--- config.mk ---
export PLATFORM = sky130hd
export DESIGN_NAME = equiv_monitor
export DESIGN_NICKNAME = d
export VERILOG_FILES = /design/src/rtl/equiv_pkg.sv /design/src/rtl/sat_counter.sv /design/src/rtl/equiv_monitor.sv
export SDC_FILE = /design/constraint.sdc
export NUM_CORES = 1
export LEC_CHECK = 0
export BUFFER_PORTS_ARGS = -buffer_cell sky130_fd_sc_hd__buf_2
export CELL_PAD_IN_SITES_DETAIL_PLACEMENT = 1
export CELL_PAD_IN_SITES_GLOBAL_PLACEMENT = 2
export CORE_MARGIN = 4
export CORE_UTILIZATION = 32
export CTS_BUF_LIST = sky130_fd_sc_hd__clkbuf_4 sky130_fd_sc_hd__clkbuf_8
export CTS_CLUSTER_SIZE = 14
export DETAILED_ROUTE_END_ITERATION = 7
export GPL_TIMING_DRIVEN = 0
export PLACE_DENSITY_LB_ADDON = 0.25
export SYNTH_ARGS = -nofsm -noshare
export SYNTH_HDL_FRONTEND = slang
export SYNTH_SLANG_ARGS = --single-unit
--- constraint.sdc ---
create_clock -name clk -period 5.6 [get_ports clk]
set_clock_uncertainty 0.2 [all_clocks]
set_input_delay 0.28 -clock clk [delete_from_list [all_inputs] [get_ports clk]]
set_output_delay 0.28 -clock clk [all_outputs]
set_load 0.1 [all_outputs]
--- src/rtl/equiv_pkg.sv ---
// rtl/equiv_pkg.sv - shared state type and default widths for the equivalence checker
package equiv_pkg;

  typedef enum logic [1:0] {
    IDLE,
    WARMUP,
    CHECK,
    DONE
  } equiv_state_t;

  localparam int EQ_WIDTH = 91;
  localparam int EQ_CNT_W = 16;

endpackage

--- src/rtl/sat_counter.sv ---
// rtl/sat_counter.sv - up-counter that clears on request and holds at all-ones
module sat_counter #(
  parameter int W = 16
) (
  input  logic         clk,
  input  logic         rst_n,
  input  logic         clr,
  input  logic         inc,
  output logic [W-1:0] cnt
);

  logic [W-1:0] cnt_q;
  logic [W-1:0] cnt_d;

  always_comb begin
    cnt_d = cnt_q;
    if (clr) begin
      cnt_d = '0;
    end else if (inc && (cnt_q != {W{1'b1}})) begin
      cnt_d = cnt_q + W'(1);
    end
  end

  always_ff @(posedge clk or negedge rst_n) begin
    if (!rst_n) begin
      cnt_q <= '0;
    end else begin
      cnt_q <= cnt_d;
    end
  end

  assign cnt = cnt_q;

endmodule

--- src/rtl/equiv_monitor.sv ---
// rtl/equiv_monitor.sv - start-triggered checker comparing two result vectors over a bounded run
module equiv_monitor
  import equiv_pkg::*;
#(
  parameter int WIDTH        = EQ_WIDTH,
  parameter int WARMUP       = 4,
  parameter int RUN_CYCLES   = 1024,
  parameter int CNT_W        = EQ_CNT_W,
  parameter bit STOP_ON_FAIL = 1'b1
) (
  input  logic             clk,
  input  logic             rst_n,
  input  logic             start,
  input  logic [WIDTH-1:0] y_1,
  input  logic [WIDTH-1:0] y_2,
  output logic             busy,
  output logic             done,
  output logic             fail,
  output logic [CNT_W-1:0] mismatch_cnt,
  output logic [CNT_W-1:0] cycle_cnt,
  output logic [CNT_W-1:0] first_fail_cycle,
  output logic [WIDTH-1:0] first_diff
);

  // The run index may need more bits than CNT_W so the end-of-run test never aliases.
  localparam int RUN_W = $clog2(RUN_CYCLES + 1);
  localparam int IDX_W = (CNT_W > RUN_W) ? CNT_W : RUN_W;
  localparam logic [IDX_W-1:0] IDX_LAST = IDX_W'(RUN_CYCLES - 1);
  localparam logic [CNT_W-1:0] WU_LAST  = CNT_W'((WARMUP > 0) ? WARMUP - 1 : 0);

  equiv_state_t     state_q, state_d;
  logic [CNT_W-1:0] wu_q, wu_d;
  logic [IDX_W-1:0] idx_q, idx_d;
  logic             fail_q, fail_d;
  logic [CNT_W-1:0] ffc_q, ffc_d;
  logic [WIDTH-1:0] fd_q, fd_d;
  logic             mis;
  logic             launch;

  // Case inequality keeps X/Z from ever comparing equal in simulation.
  assign mis    = (y_1 !== y_2);
  assign launch = start && ((state_q == equiv_pkg::IDLE) || (state_q == equiv_pkg::DONE));

  always_comb begin
    state_d = state_q;
    wu_d    = wu_q;
    idx_d   = idx_q;
    fail_d  = fail_q;
    ffc_d   = ffc_q;
    fd_d    = fd_q;
    case (state_q)
      equiv_pkg::IDLE, equiv_pkg::DONE: begin
        if (start) begin
          state_d = (WARMUP > 0) ? equiv_pkg::WARMUP : equiv_pkg::CHECK;
          wu_d    = '0;
          idx_d   = '0;
          fail_d  = 1'b0;
          ffc_d   = '0;
          fd_d    = '0;
        end
      end
      equiv_pkg::WARMUP: begin
        wu_d = wu_q + CNT_W'(1);
        if (wu_q == WU_LAST) begin
          state_d = equiv_pkg::CHECK;
        end
      end
      equiv_pkg::CHECK: begin
        idx_d = idx_q + IDX_W'(1);
        if (mis && !fail_q) begin
          fail_d = 1'b1;
          ffc_d  = idx_q[CNT_W-1:0];
          fd_d   = y_1 ^ y_2;
        end
        if ((mis && STOP_ON_FAIL) || (idx_q == IDX_LAST)) begin
          state_d = equiv_pkg::DONE;
        end
      end
      default: state_d = equiv_pkg::IDLE;
    endcase
  end

  always_ff @(posedge clk or negedge rst_n) begin
    if (!rst_n) begin
      state_q <= equiv_pkg::IDLE;
      wu_q    <= '0;
      idx_q   <= '0;
      fail_q  <= 1'b0;
      ffc_q   <= '0;
      fd_q    <= '0;
    end else begin
      state_q <= state_d;
      wu_q    <= wu_d;
      idx_q   <= idx_d;
      fail_q  <= fail_d;
      ffc_q   <= ffc_d;
      fd_q    <= fd_d;
    end
  end

  sat_counter #(
    .W(CNT_W)
  ) u_mismatch_cnt (
    .clk  (clk),
    .rst_n(rst_n),
    .clr  (launch),
    .inc  ((state_q == equiv_pkg::CHECK) && mis),
    .cnt  (mismatch_cnt)
  );

  assign busy             = (state_q == equiv_pkg::WARMUP) || (state_q == equiv_pkg::CHECK);
  assign done             = (state_q == equiv_pkg::DONE);
  assign fail             = fail_q;
  assign cycle_cnt        = idx_q[CNT_W-1:0];
  assign first_fail_cycle = ffc_q;
  assign first_diff       = fd_q;

endmodule
# Word-level counts from Yosys, hierarchy flattened
# Cells that the tools add are included.
# word_totals
wordCells	56
input_bits	185
regBits	158
out_inout_bits	142
# classes
n_reduce_logical	17
bitwise_logic	1
addsub	3
mux	17
eq_ne	11
# ops
operator	count
91-bit 2-to-1 mux	2
91-bit one-hot mux with 2 select lines	1
16-bit one-hot mux with 2 select lines	3
91-bit case inequality test	1
91-bit XOR	1
16-bit 2-to-1 mux	4
16-bit by 1-bit adder with 16-bit output, second input constant	3
16-bit by 10-bit == test with 1-bit output, second input constant	1
16-bit by 2-bit == test with 1-bit output, second input constant	1
16-bit inequality test, second input constant	1
2-bit inequality test, second input constant	4
2-bit 2-to-1 mux	3
2-bit one-hot mux with 3 select lines	1
3-bit AND reduction	2
2-bit nonzero test	3
2-bit == test, second input constant	2
1-bit logical AND	4
2-bit AND reduction	2
1-bit logical OR	3
2-bit by 1-bit == test with 1-bit output, second input constant	1
2-bit zero test	1
1-bit 2-to-1 mux	2
1-bit one-hot mux with 2 select lines	1
2-bit OR reduction	1
1-bit zero test	1

# Depth between registers and ports, before layout
# Gate-level depths: netlist of the first run.
# depth
ltp_word	5
ltp_mapped	10
ltp_nobuf	9

# Cells and area by module
# Synthesis of the first run repeated with hierarchy kept, for this count alone.
# unflattened
cells_unflattened	723
hier_area_um2	7856.3
# by_module_without_submodules
mod	n_inst	cells_per_inst	seq_area_each_um2	area_per_inst_um2
equiv_monitor	1	625	3553.4	6914.1
sat_counter	1	98	400.4	942.2

# Worst setup path before layout of the first run
# OpenSTA, ideal clock, no wires.
# synth_timing
path_type	flip-flop to flip-flop
from	reg state_q[0]
to	reg idx_q[15] (netlist: cycle_cnt[15])
t_arrival_ps	2857
path_slack_ps	2470
n_path_buf	0
setup_ps	74
synth_period_minus_slack_ps	3130
required_ps	5326
path_stages_with_launch	9
cell_sequence	dfrtp_1 -> inv_1 -> ha_1 -> inv_1 -> a21oi_1 -> nand4b_1 -> or4_1 -> xor2_1 -> nor2_1
# synth_via
elab_chain_cells	4
word_cells_on_any_way	8
classes_between	eq/ne: 3; mux: 1; reduce/logical: 4
# synth_rtl
item	line_no	rtl
start: declaration	equiv_monitor.sv:31	equiv_state_t state_q, state_d;
start signal: assignment	equiv_monitor.sv:85	state_q <= equiv_pkg::IDLE;
start signal: assignment	equiv_monitor.sv:92	state_q <= state_d;
2-bit == test or 2-bit zero test (tied branches)	equiv_monitor.sv:51	case (state_q)
2-bit OR reduction	equiv_monitor.sv:51	
2-bit inequality test (no source line) or 2-bit nonzero test (tied branches)	--	
2-bit AND reduction (no source line)	--	
end signal: assignment	equiv_monitor.sv:94	idx_q <= idx_d;
end: declaration	equiv_monitor.sv:33	logic [IDX_W-1:0] idx_q, idx_d;
# Several ways; a longest one is shown, not always the timed one.
# A chain may end at the register's enable or synchronous reset.

# Worst setup path in the final report of the first run
# layout_timing
from	in y_1[43]
to	reg fd_q[15] (netlist: first_diff[15])
# layout_via
elab_chain_cells	4
# layout_rtl
item	line_no	rtl
start: declaration	equiv_monitor.sv:14	input logic [WIDTH-1:0] y_1,
91-bit case inequality test	equiv_monitor.sv:41	assign mis = (y_1 !== y_2);
1-bit logical AND	equiv_monitor.sv:70	if (mis && !fail_q) begin
2-bit inequality test (no source line)	--	
3-bit AND reduction (no source line)	--	
end signal: assignment	equiv_monitor.sv:90	fd_q <= '0;
end signal: assignment	equiv_monitor.sv:97	fd_q <= fd_d;
end: declaration	equiv_monitor.sv:36	logic [WIDTH-1:0] fd_q, fd_d;
# Every way passes these cells.

==> results of run 1 <==
==> where the power goes <==
| part | internal, mW | switching, mW |
|---|---|---|
| clock | 0.519 | 0.461 |
| combinational | 0.711 | 2.39 |
| sequential | 1.35 | 0.148 |
==> routing by layer <==
| layer | GRT usage | routed length [um] | share of wire | vias up |
|---|---|---|---|---|
| met1 | 0.2969 | 13240 | 0.40 | 3863 |
| met5 | 0 | 0 | 0 | - |
| li1 | - | - | - | 3461 |
| met4 | 0.09188 | 1219 | 0.037 | 0 |
| met2 | 0.4242 | 16430 | 0.50 | 269 |
| met3 | 0.06378 | 1973 | 0.060 | 76 |
==> cell families after synthesis <==
kind of cell	share of synthesized area
xor gates and xnor gates	0.1283
AOI/OAI and AO/OA	0.1723
muxes	0.006547
adders and majority gates	0.01146
and+or+nand+nor	0.1254
DFF	0.5172
buffers and inverters	0.03879
==> cells in the mapped netlist, types with 3 or more instances <==
library cell,instances
nand2_1,36
and3_1,6
or4_1,16
a21oi_1,19
clkbuf_1,8
nand4_1,33
buf_1,3
or3_1,16
o21ai_0,16
buf_6,13
ha_1,7
xnor2_1,93
o2bb2ai_2,8
nor4_1,9
o211ai_1,6
o2bb2ai_1,82
buf_2,8
a22o_1,17
inv_1,7
dfrtp_1,158
xor2_1,19
nand3_1,13
o31ai_1,7
mux2i_1,5
nor2_1,32
nor2b_1,3
==> sequential cells by signal, summed over array words and instances (netlist names) <==
name / count
u_mismatch_cnt.cnt: 16
fail: 1
state_q: 2
first_fail_cycle: 16
cycle_cnt: 16
wu_q: 16
first_diff: 91
==> worst max-delay path, cell delays in order <==
cell and delay (ps):
dlygate4sd3_1 560, buf_2 140, xnor2_1 230, nand4_1 180
nor4_1 660, and4_4 370, a21oi_2 80, o21bai_4 210
buf_1 650, o2bb2ai_1 180
==> through the flow <==
step                hold WS, ps  instance area [um2]  worst slack [ps]  utilization  instances
floorplan                -215.6                 7645              2470            -        660
global placement          266.3                 9676              1409       0.4122       1305
detailed placement        41.54                 9713              2215       0.4138       1306
CTS                       2.587                11830              2275       0.5042       1505
global route              21.54                11830              2073       0.5042       1505
finish                    35.00                11830              2225       0.5042       1505
==> layout make-up <==
type | instances | area (um2) | area share
clock inverters | 11 | 178.9 | 0.01512
multi-input cells | 460 | 3395 | 0.2868
repair buffers | 494 | 3341 | 0.2823
inverters | 7 | 26.28 | 0.002220
clock buffers | 21 | 270.3 | 0.02284
well taps | 319 | 399.1 | 0.03373
plain buffers | 35 | 270.3 | 0.02284
flip-flops and latches | 158 | 3954 | 0.3341
==> how the worst max path moves through the flow <==
stage	to	slack, ps
2_1_floorplan	cycle_cnt[15]	2470
3_3_place_gp	first_diff[17]	1410
3_5_place_dp	first_diff[9]	2210
4_1_cts	first_diff[15]	2270
5_1_grt	first_diff[13]	2070
6_report	first_diff[15]	2220
==> flow_summary_export.csv, run 1 <==
group,metric,value,unit
logic_synthesis,yosys_warnings,0,
global_routing,grt_antenna_before_repair,0,
routing,drt-pass1-iter-count,4,
floorplanning,start_util,0.3257,
floorplanning,io_pins,327,
routing,wl_per_cell,21.84,um
logic_synthesis,yosys-top-cells-area,"dfrtp_1 (52%), xnor2_1 (11%), o2bb2ai_1 (9.4%), nand4_1 (2.7%), xor2_1 (2.2%)",
sta,rsz0062_at_grt,"false",
logic_synthesis,netlist_area,0.007645,mm2
logic_synthesis,synthArstFlopShare,1.000,
status,outcome,"finished clean",
layout,areaGrowthSynthToFinish,54.79,%
layout,nNetsFinal,1365,
placement,dp_hpwl,21970,um
logic_synthesis,ys.flop_type,"dfrtp_1",
pwr,p_per_area,471.3,mW/mm2
sta,finalMaxSlewViolations,0,
clocking,htreeDepth,4,
pwr,irDropWorstVdd,0.0002628,V
layout,layout_commonest_cell,"buf_2",
setup_path,crit_start,"y_1[43]",
logic_synthesis,synth_edf_count,0,
placement,finalWeightedCongestion,0.8155,
placement,portBuffers,326,
setup_path,r2r_end,"first_diff[15]",
clocking,cts_resized,0,
setup_path,crit_path_start_kind,"input port",
min_path,min_from,"y_1[72]",
routing,drt-initial-drc-count,356,
min_path,hold_path.class,"in -> reg",
floorplanning,rows,56,
routing,drtAntennaViolNets,0,
global_routing,grt_max_degree,102,
min_path,min_delay_path_depth,3,
setup_path,rr_worst_depth,8,
clocking,clockBufferDepth,2,
clocking,clock_latency,460,ps
floorplanning,fp.coreArea,0.02347,mm2
setup_path,end_kind,"flop",
sta,fin_crit,3375,ps
routing,wl,32860,um
sta,fmax,0.2963,GHz
sta,final.setup.tns,0,ps
setup_path,r2r_setup_slack,2430,ps
min_path,whs_endpoint,"first_diff[72]",
logic_synthesis,yosysTopAreaCell,"dfrtp_1",
clocking,postCtsHoldBufs,167,
logic_synthesis,synth_top_area_frac,0.5172,
logic_synthesis,ys_types,43,
logic_synthesis,synth_nets,852,
global_routing,grt_pass1_wl,50410,um
clocking,cts.sinks,158,
global_routing,track_usage,0.2461,
sta,tightest_slew,820.5,ps
flow_run,drv_cap,0,
setup_path,path_max_fanout,10,
clocking,postCtsSetupBuffers,0,
pwr,leakage,5.591,nW
setup_path,cp_data_required_time,5770,ps
floorplanning,die_h,162.6,um
clocking,cts_buffers,17,
global_routing,gr-total-overflow,0,
global_routing,grt_pass1_vias,8699,
sta,finalHoldViolations,0,
layout,fillers,2678,
pwr,power,5.577,mW
logic_synthesis,synthesis.instances,660,
routing,drt_drc_violations_left,0,
layout,drive_above_1_share,0.3347,
sta,maxSlewHeadroom,0.4530,
logic_synthesis,synth-seq-cells,158,
floorplanning,fp.dieArea,0.02643,mm2
setup_path,cp.arrival,3540,ps
sta,finalCritPeriodShare,0.6028,
logic_synthesis,seq_area_frac_synth,0.5172,
logic_synthesis,syn_area_per_cell,11.58,um2
clocking,clk_pin_slew_worst_paths,80,ps
clocking,cts_root_buffer,"clkbuf_8",
routing,vias,7669,
floorplanning,die_x,162.6,um
routing,post_drt_via_cell_ratio,5.096,
setup_path,timing.rr.start,"state_q[0]",
layout,antenna_cells,0,
setup_path,criticalPathCategory,"in -> reg",
clocking,cts_tree,"built",
layout,layout_common_cells,"buf_2 (333), dlygate4sd3_1 (167), dfrtp_1 (158)",
sta,setup_viol,0,
Power figures use the tool's default switching activity.
==> inputs of run 2 (changes only) <==
--- a/config.mk
+++ b/config.mk
@@ -9,7 +9,7 @@
 export CELL_PAD_IN_SITES_DETAIL_PLACEMENT = 1
 export CELL_PAD_IN_SITES_GLOBAL_PLACEMENT = 2
 export CORE_MARGIN = 4
-export CORE_UTILIZATION = 32
+export CORE_UTILIZATION = 30
 export CTS_BUF_LIST = sky130_fd_sc_hd__clkbuf_4 sky130_fd_sc_hd__clkbuf_8
 export CTS_CLUSTER_SIZE = 14
 export DETAILED_ROUTE_END_ITERATION = 7
==> constraint.sdc (replaced) <==
create_clock -name clk -period 3.15 [get_ports clk]
set_clock_uncertainty 0.2 [all_clocks]
set_input_delay 0.1575 -clock clk [delete_from_list [all_inputs] [get_ports clk]]
set_output_delay 0.1575 -clock clk [all_outputs]
set_load 0.1 [all_outputs]
==> flow_summary_export.csv, run 2 (synthesis results as in run 1) <==
group,metric,value,unit
layout,areaGrowthSynthToFinish,54.73,%
setup_path,path_buf_inv,3,
routing,wl,31840,um
clocking,htreeDepth,4,
routing,drt_drc_violations_left,0,
pwr,pwr-share-seq,0.272,
setup_path,slowest_delay,590,ps
floorplanning,die_h,167.6,um
global_routing,grt_max_degree,94,
pwr,power.share.clock,0.164,
sta,setup_viol,0,
setup_path,rr_worst_depth,8,
setup_path,criticalPathCategory,"in -> reg",
setup_path,cp.arrival,3210,ps
clocking,clock_latency,460,ps
sta,fin_crit,3031,ps
global_routing,track_usage,0.2249,
layout,layout_common_cells,"buf_2 (333), dlygate4sd3_1 (168), dfrtp_1 (158)",
global_routing,grt_antenna_before_repair,1,
clocking,cts_buffers,17,
layout,fin_util,0.4711,
clocking,postCtsSetupBuffers,0,
routing,drt-initial-drc-count,296,
pwr,p_per_area,827.1,mW/mm2
setup_path,end_kind,"flop",
pwr,switching_share,0.5515,
setup_path,cp_slowest_cell,"or4_1",
flow_run,drv_cap,0,
placement,finalWeightedCongestion,0.8154,
sta,fin_ws,119.3,ps
floorplanning,die_x,167.6,um
routing,drtAntennaViolNets,0,
global_routing,grt_pass1_wl,49410,um
layout,fillers,2913,
layout,drive_above_1_share,0.3370,
setup_path,crit_path_start_kind,"input port",
routing,drt-pass1-iter-count,4,
sta,rsz0062_at_grt,"false",
setup_path,r2r_setup_slack,370,ps
sta,fmax,0.3300,GHz
routing,post_drt_via_cell_ratio,4.996,
clocking,clk_pin_slew_worst_paths,100,ps
floorplanning,rows,58,
status,outcome,"finished clean",
placement,preCtsSetupSlack,-246.7,ps
placement,dp_hpwl,22310,um
setup_path,timing.rr.start,"state_q[0]",
clocking,cts.sinks,158,
global_routing,gr-total-overflow,0,
clocking,cts_root_buffer,"clkbuf_8",
layout,largest_reg_flops,91,
layout,layout_commonest_cell,"buf_2",
sta,finalMaxSlewViolations,0,
layout,nNetsFinal,1366,
global_routing,grt_pass1_vias,8414,
clocking,clockBufferDepth,2,
floorplanning,io_pins,327,
sta,tightest_slew,832.2,ps
pwr,irDropWorstVdd,0.0003602,V
setup_path,r2r_end,"first_diff[86]",
routing,vias,7584,
pwr,leakage,5.590,nW
sta,finalCritPeriodShare,0.9621,
routing,wl_per_cell,20.97,um
setup_path,critPathTopFamily,"buffers and inverters",
floorplanning,fp.coreArea,0.02511,mm2
pwr,combPwrFrac,0.564,
setup_path,cp_data_required_time,3330,ps
placement,portBuffers,326,
pwr,power,9.784,mW
floorplanning,fp.dieArea,0.02810,mm2
setup_path,path_max_fanout,10,
min_path,hold_path.class,"in -> async",
setup_path,cp_cell_sequence,"dlygate4sd3_1 > buf_2 > xnor2_1 > nand4_1 > or4_1 > nor2_1 > a21oi_2 > o21bai_4 > buf_1 > o2bb2ai_1",
sta,maxSlewHeadroom,0.4406,
sta,final.setup.tns,0,ps
clocking,cts_tree,"built",
floorplanning,start_util,0.3045,
pwr,p_int,4.388,mW
sta,finalHoldViolations,0,
pwr,p_switching,5.395,mW
==> run 2: cell types whose count changed in the layout (fill, tap and decap cells not counted), moves of 2 or more <==
cell | before | now
inv_6 | 3 | 7
clkinvlp_4 | 2 | 0
clkbuf_4 | 3 | 0
bufinv_16 | 4 | 1
buf_1 | 3 | 1
inv_8 | 0 | 2
==> run 2: layer usage <==
metal / up-vias / global-route usage / part of all wire
met4: 0 / 0.06246 / 0.024
met2: 245 / 0.3813 / 0.50
met1: 3821 / 0.2838 / 0.42
met5: - / 0 / 0
li1: 3477 / - / -
met3: 41 / 0.06043 / 0.057
==> run 2: power groups by stage <==
stage | Sequential (mW) | Clock, mW | Combinational, mW
floorplan | 4.95 | 0 | 1.63
global placement | 2.68 | 0 | 5.24
detailed placement | 2.68 | 0 | 5.29
CTS | 2.66 | 1.65 | 5.54
global route | 2.71 | 1.73 | 5.80
finish | 2.66 | 1.60 | 5.52
==> run 2: repair_timing <==
item	in CTS	in global routing
gates resized for setup	2	2
endpoints found under the setup margin	10	73
hold endpoints to repair	253	0
hold buffers	168	0
==> run 2: worst max path at each step <==
stage          cells past startpoint        from              to
4_1_cts                            8  state_q[0]  first_diff[22]
3_5_place_dp                       9     y_2[40]   first_diff[8]
6_report                          10     y_1[60]  first_diff[86]
2_1_floorplan                      8  state_q[0]   cycle_cnt[15]
3_3_place_gp                       1       rst_n  first_diff[17]
5_1_grt                           11     y_1[60]  first_diff[54]
==> run 2: layout make-up <==
class / count / area (um2) / share of cell area
Clock buffer: 19 / 261.5 / 0.02211
Timing Repair Buffer: 495 / 3351 / 0.2833
Clock inverter: 13 / 143.9 / 0.01216
Antenna cell: 1 / 2.502 / 0.0002116
Tap cell: 330 / 412.9 / 0.03491
Multi-Input combinational cell: 460 / 3398 / 0.2873
Sequential cell: 158 / 3954 / 0.3343
Inverter: 7 / 26.28 / 0.002221
Buffer: 35 / 279.0 / 0.02359
==> run 2: stage by stage <==
stage,cell area [um2],hold WS (ps),std cells
floorplan,7645,-338.1,660
global placement,9689,261.9,1316
detailed placement,9727,-58.31,1317
CTS,11820,21.87,1517
global route,11830,51.54,1518
finish,11830,27.56,1518
==> inputs of run 3 (changes only) <==
--- a/config.mk
+++ b/config.mk
@@ -8,7 +8,7 @@
 export BUFFER_PORTS_ARGS = -buffer_cell sky130_fd_sc_hd__buf_2
 export CELL_PAD_IN_SITES_DETAIL_PLACEMENT = 1
 export CELL_PAD_IN_SITES_GLOBAL_PLACEMENT = 2
-export CORE_MARGIN = 4
+export CORE_MARGIN = 2
 export CORE_UTILIZATION = 30
 export CTS_BUF_LIST = sky130_fd_sc_hd__clkbuf_4 sky130_fd_sc_hd__clkbuf_8
 export CTS_CLUSTER_SIZE = 14
==> flow_summary_export.csv, run 3 (synthesis results as in run 1) <==
group,metric,value,unit
floorplanning,fp.dieArea,0.02678,mm2
floorplanning,die_x,163.6,um
placement,dp_hpwl,21850,um
sta,fmax,0.3355,GHz
min_path,whs_endpoint,"first_diff[22]",
routing,drt-initial-drc-count,282,
setup_path,cp.arrival,3140,ps
layout,antenna_cells,0,
global_routing,track_usage,0.2374,
layout,layout_commonest_cell,"buf_2",
sta,finalMaxSlewViolations,0,
placement,portBuffers,326,
layout,largest_reg_flops,91,
pwr,p_switching,5.369,mW
setup_path,r2r_end,"wu_q[13]",
setup_path,path_max_fanout,10,
sta,fin_crit,2981,ps
setup_path,timing.rr.start,"state_q[0]",
global_routing,grt_pass1_vias,8218,
clocking,cts_buffers,17,
routing,vias,7580,
pwr,p_per_area,823.2,mW/mm2
routing,drtAntennaViolNets,0,
setup_path,slowest_delay,610,ps
setup_path,end_kind,"flop",
clocking,clock_latency,450,ps
min_path,hold_path.class,"reg -> reg",
placement,preCtsSetupSlack,-160.3,ps
routing,drt_drc_violations_left,0,
setup_path,cp_slowest_cell,"or4_1",
pwr,irDropWorstVdd,0.0004216,V
setup_path,cpMostUsedCell,"buf_2",
floorplanning,rows,58,
setup_path,criticalPathCategory,"in -> reg",
floorplanning,io_pins,327,
sta,maxSlewHeadroom,0.4019,
routing,wl,31770,um
clocking,clk_pin_slew_worst_paths,90,ps
clocking,cts_root_buffer,"clkbuf_8",
pwr,leakage,5.613,nW
global_routing,gr-total-overflow,0,
status,outcome,"finished clean",
sta,tightest_slew,889.7,ps
clocking,htreeDepth,4,
clocking,cts_tree,"built",
floorplanning,fp.coreArea,0.02511,mm2
clocking,clockBufferDepth,2,
layout,nNetsFinal,1372,
sta,rsz0062_at_grt,"false",
sta,finalHoldViolations,0,
setup_path,path_buf_inv,4,
clocking,postCtsSetupBuffers,0,
setup_path,rr_worst_depth,9,
setup_path,cp_cell_sequence,"dlygate4sd3_1 > buf_2 > xnor2_1 > nand4_1 > or4_1 > nor2_1 > a21oi_2 > o21bai_4 > buf_6 > buf_2 > o2bb2ai_1",
routing,drt-pass1-iter-count,4,
min_path,min_delay_path_depth,1,
pwr,combPwrFrac,0.565,
clocking,cts.sinks,158,
layout,drive_above_1_share,0.3364,
setup_path,crit_path_start_kind,"input port",
routing,post_drt_via_cell_ratio,4.980,
setup_path,r2r_setup_slack,390,ps
global_routing,grt_max_degree,116,
pwr,p_int,4.419,mW
pwr,power.share.clock,0.163,
placement,finalWeightedCongestion,0.7918,
layout,fillers,2865,
pwr,pwr-share-seq,0.272,
setup_path,critPathTopFamily,"buffers and inverters",
global_routing,grt_antenna_before_repair,0,
layout,areaGrowthSynthToFinish,55.53,%
setup_path,cp_data_required_time,3310,ps
sta,fin_ws,169.4,ps
sta,setup_viol,0,
routing,wl_per_cell,20.88,um
pwr,switching_share,0.5485,
sta,holdWs,286.9,ps
layout,layout_common_cells,"buf_2 (334), dlygate4sd3_1 (173), dfrtp_1 (158)",
floorplanning,die_h,163.6,um
flow_run,drv_cap,0,
global_routing,grt_pass1_wl,48230,um
pwr,power,9.788,mW
sta,finalCritPeriodShare,0.9462,
min_path,min_from,"first_diff[22]",
floorplanning,start_util,0.3045,
run 3: repair_timing:
item,4_1_cts,5_1_grt
gates resized for setup,1,3
endpoints found under the setup margin,10,24
hold buffers,174,0
hold endpoints to repair,253,0
run 3: stage by stage:
step,utilization,cell area (um2),std cells,TNS (ps)
4_1_cts,0.4733,11880,1522,0
6_report,0.4735,11890,1522,0
2_1_floorplan,-,7645,660,0
5_1_grt,0.4735,11890,1522,0
3_5_place_dp,0.3874,9727,1317,-2610
3_3_place_gp,0.3859,9689,1316,-150920
run 3: area by class of cell:
| class | instances | area, um2 | area share |
|---|---|---|---|
| Sequential cell | 158 | 3954 | 0.3325 |
| Timing Repair Buffer | 501 | 3428 | 0.2883 |
| Multi-Input combinational cell | 460 | 3398 | 0.2858 |
| Tap cell | 330 | 412.9 | 0.03473 |
| Buffer | 35 | 274.0 | 0.02305 |
| Clock buffer | 18 | 241.5 | 0.02031 |
| Clock inverter | 13 | 155.1 | 0.01305 |
| Inverter | 7 | 26.28 | 0.002210 |
run 3: worst reg2reg max path, stage by stage, from the launching register on:
cell,delay (ps)
dfrtp_1,410
inv_1,80
ha_1,400
nor2b_1,240
nor2_1,220
nand4_1,260
nor3_1,440
nand3_1,150
xor2_1,170
nor2_1,50
run 3: power by group through the flow:
stage                     clock (mW)  combinational (mW)  sequential, mW
after detailed placement           0                5.27            2.68
after global routing            1.72                5.79            2.71
after global placement             0                5.22            2.68
after floorplan                    0                1.63            4.95
final                           1.59                5.53            2.66
after CTS                       1.64                5.52            2.66
run 3: worst max path at each step:
stage,start,to,slack [ps],cells past startpoint
2_1_floorplan,state_q[0],cycle_cnt[15],20,8
3_3_place_gp,rst_n,first_diff[78],-950,1
3_5_place_dp,y_2[86],first_diff[5],-160,9
4_1_cts,state_q[0],first_diff[21],10,8
5_1_grt,y_1[6],first_diff[71],20,11
6_report,y_2[68],first_diff[50],170,11
run 3: per-layer routing:
layer	track usage	vias up	wire length, um
li1	-	3475	-
met1	0.3055	3838	13270
met2	0.4018	232	16000
met3	0.05104	35	1829
met4	0.06738	0	669
met5	0	-	0
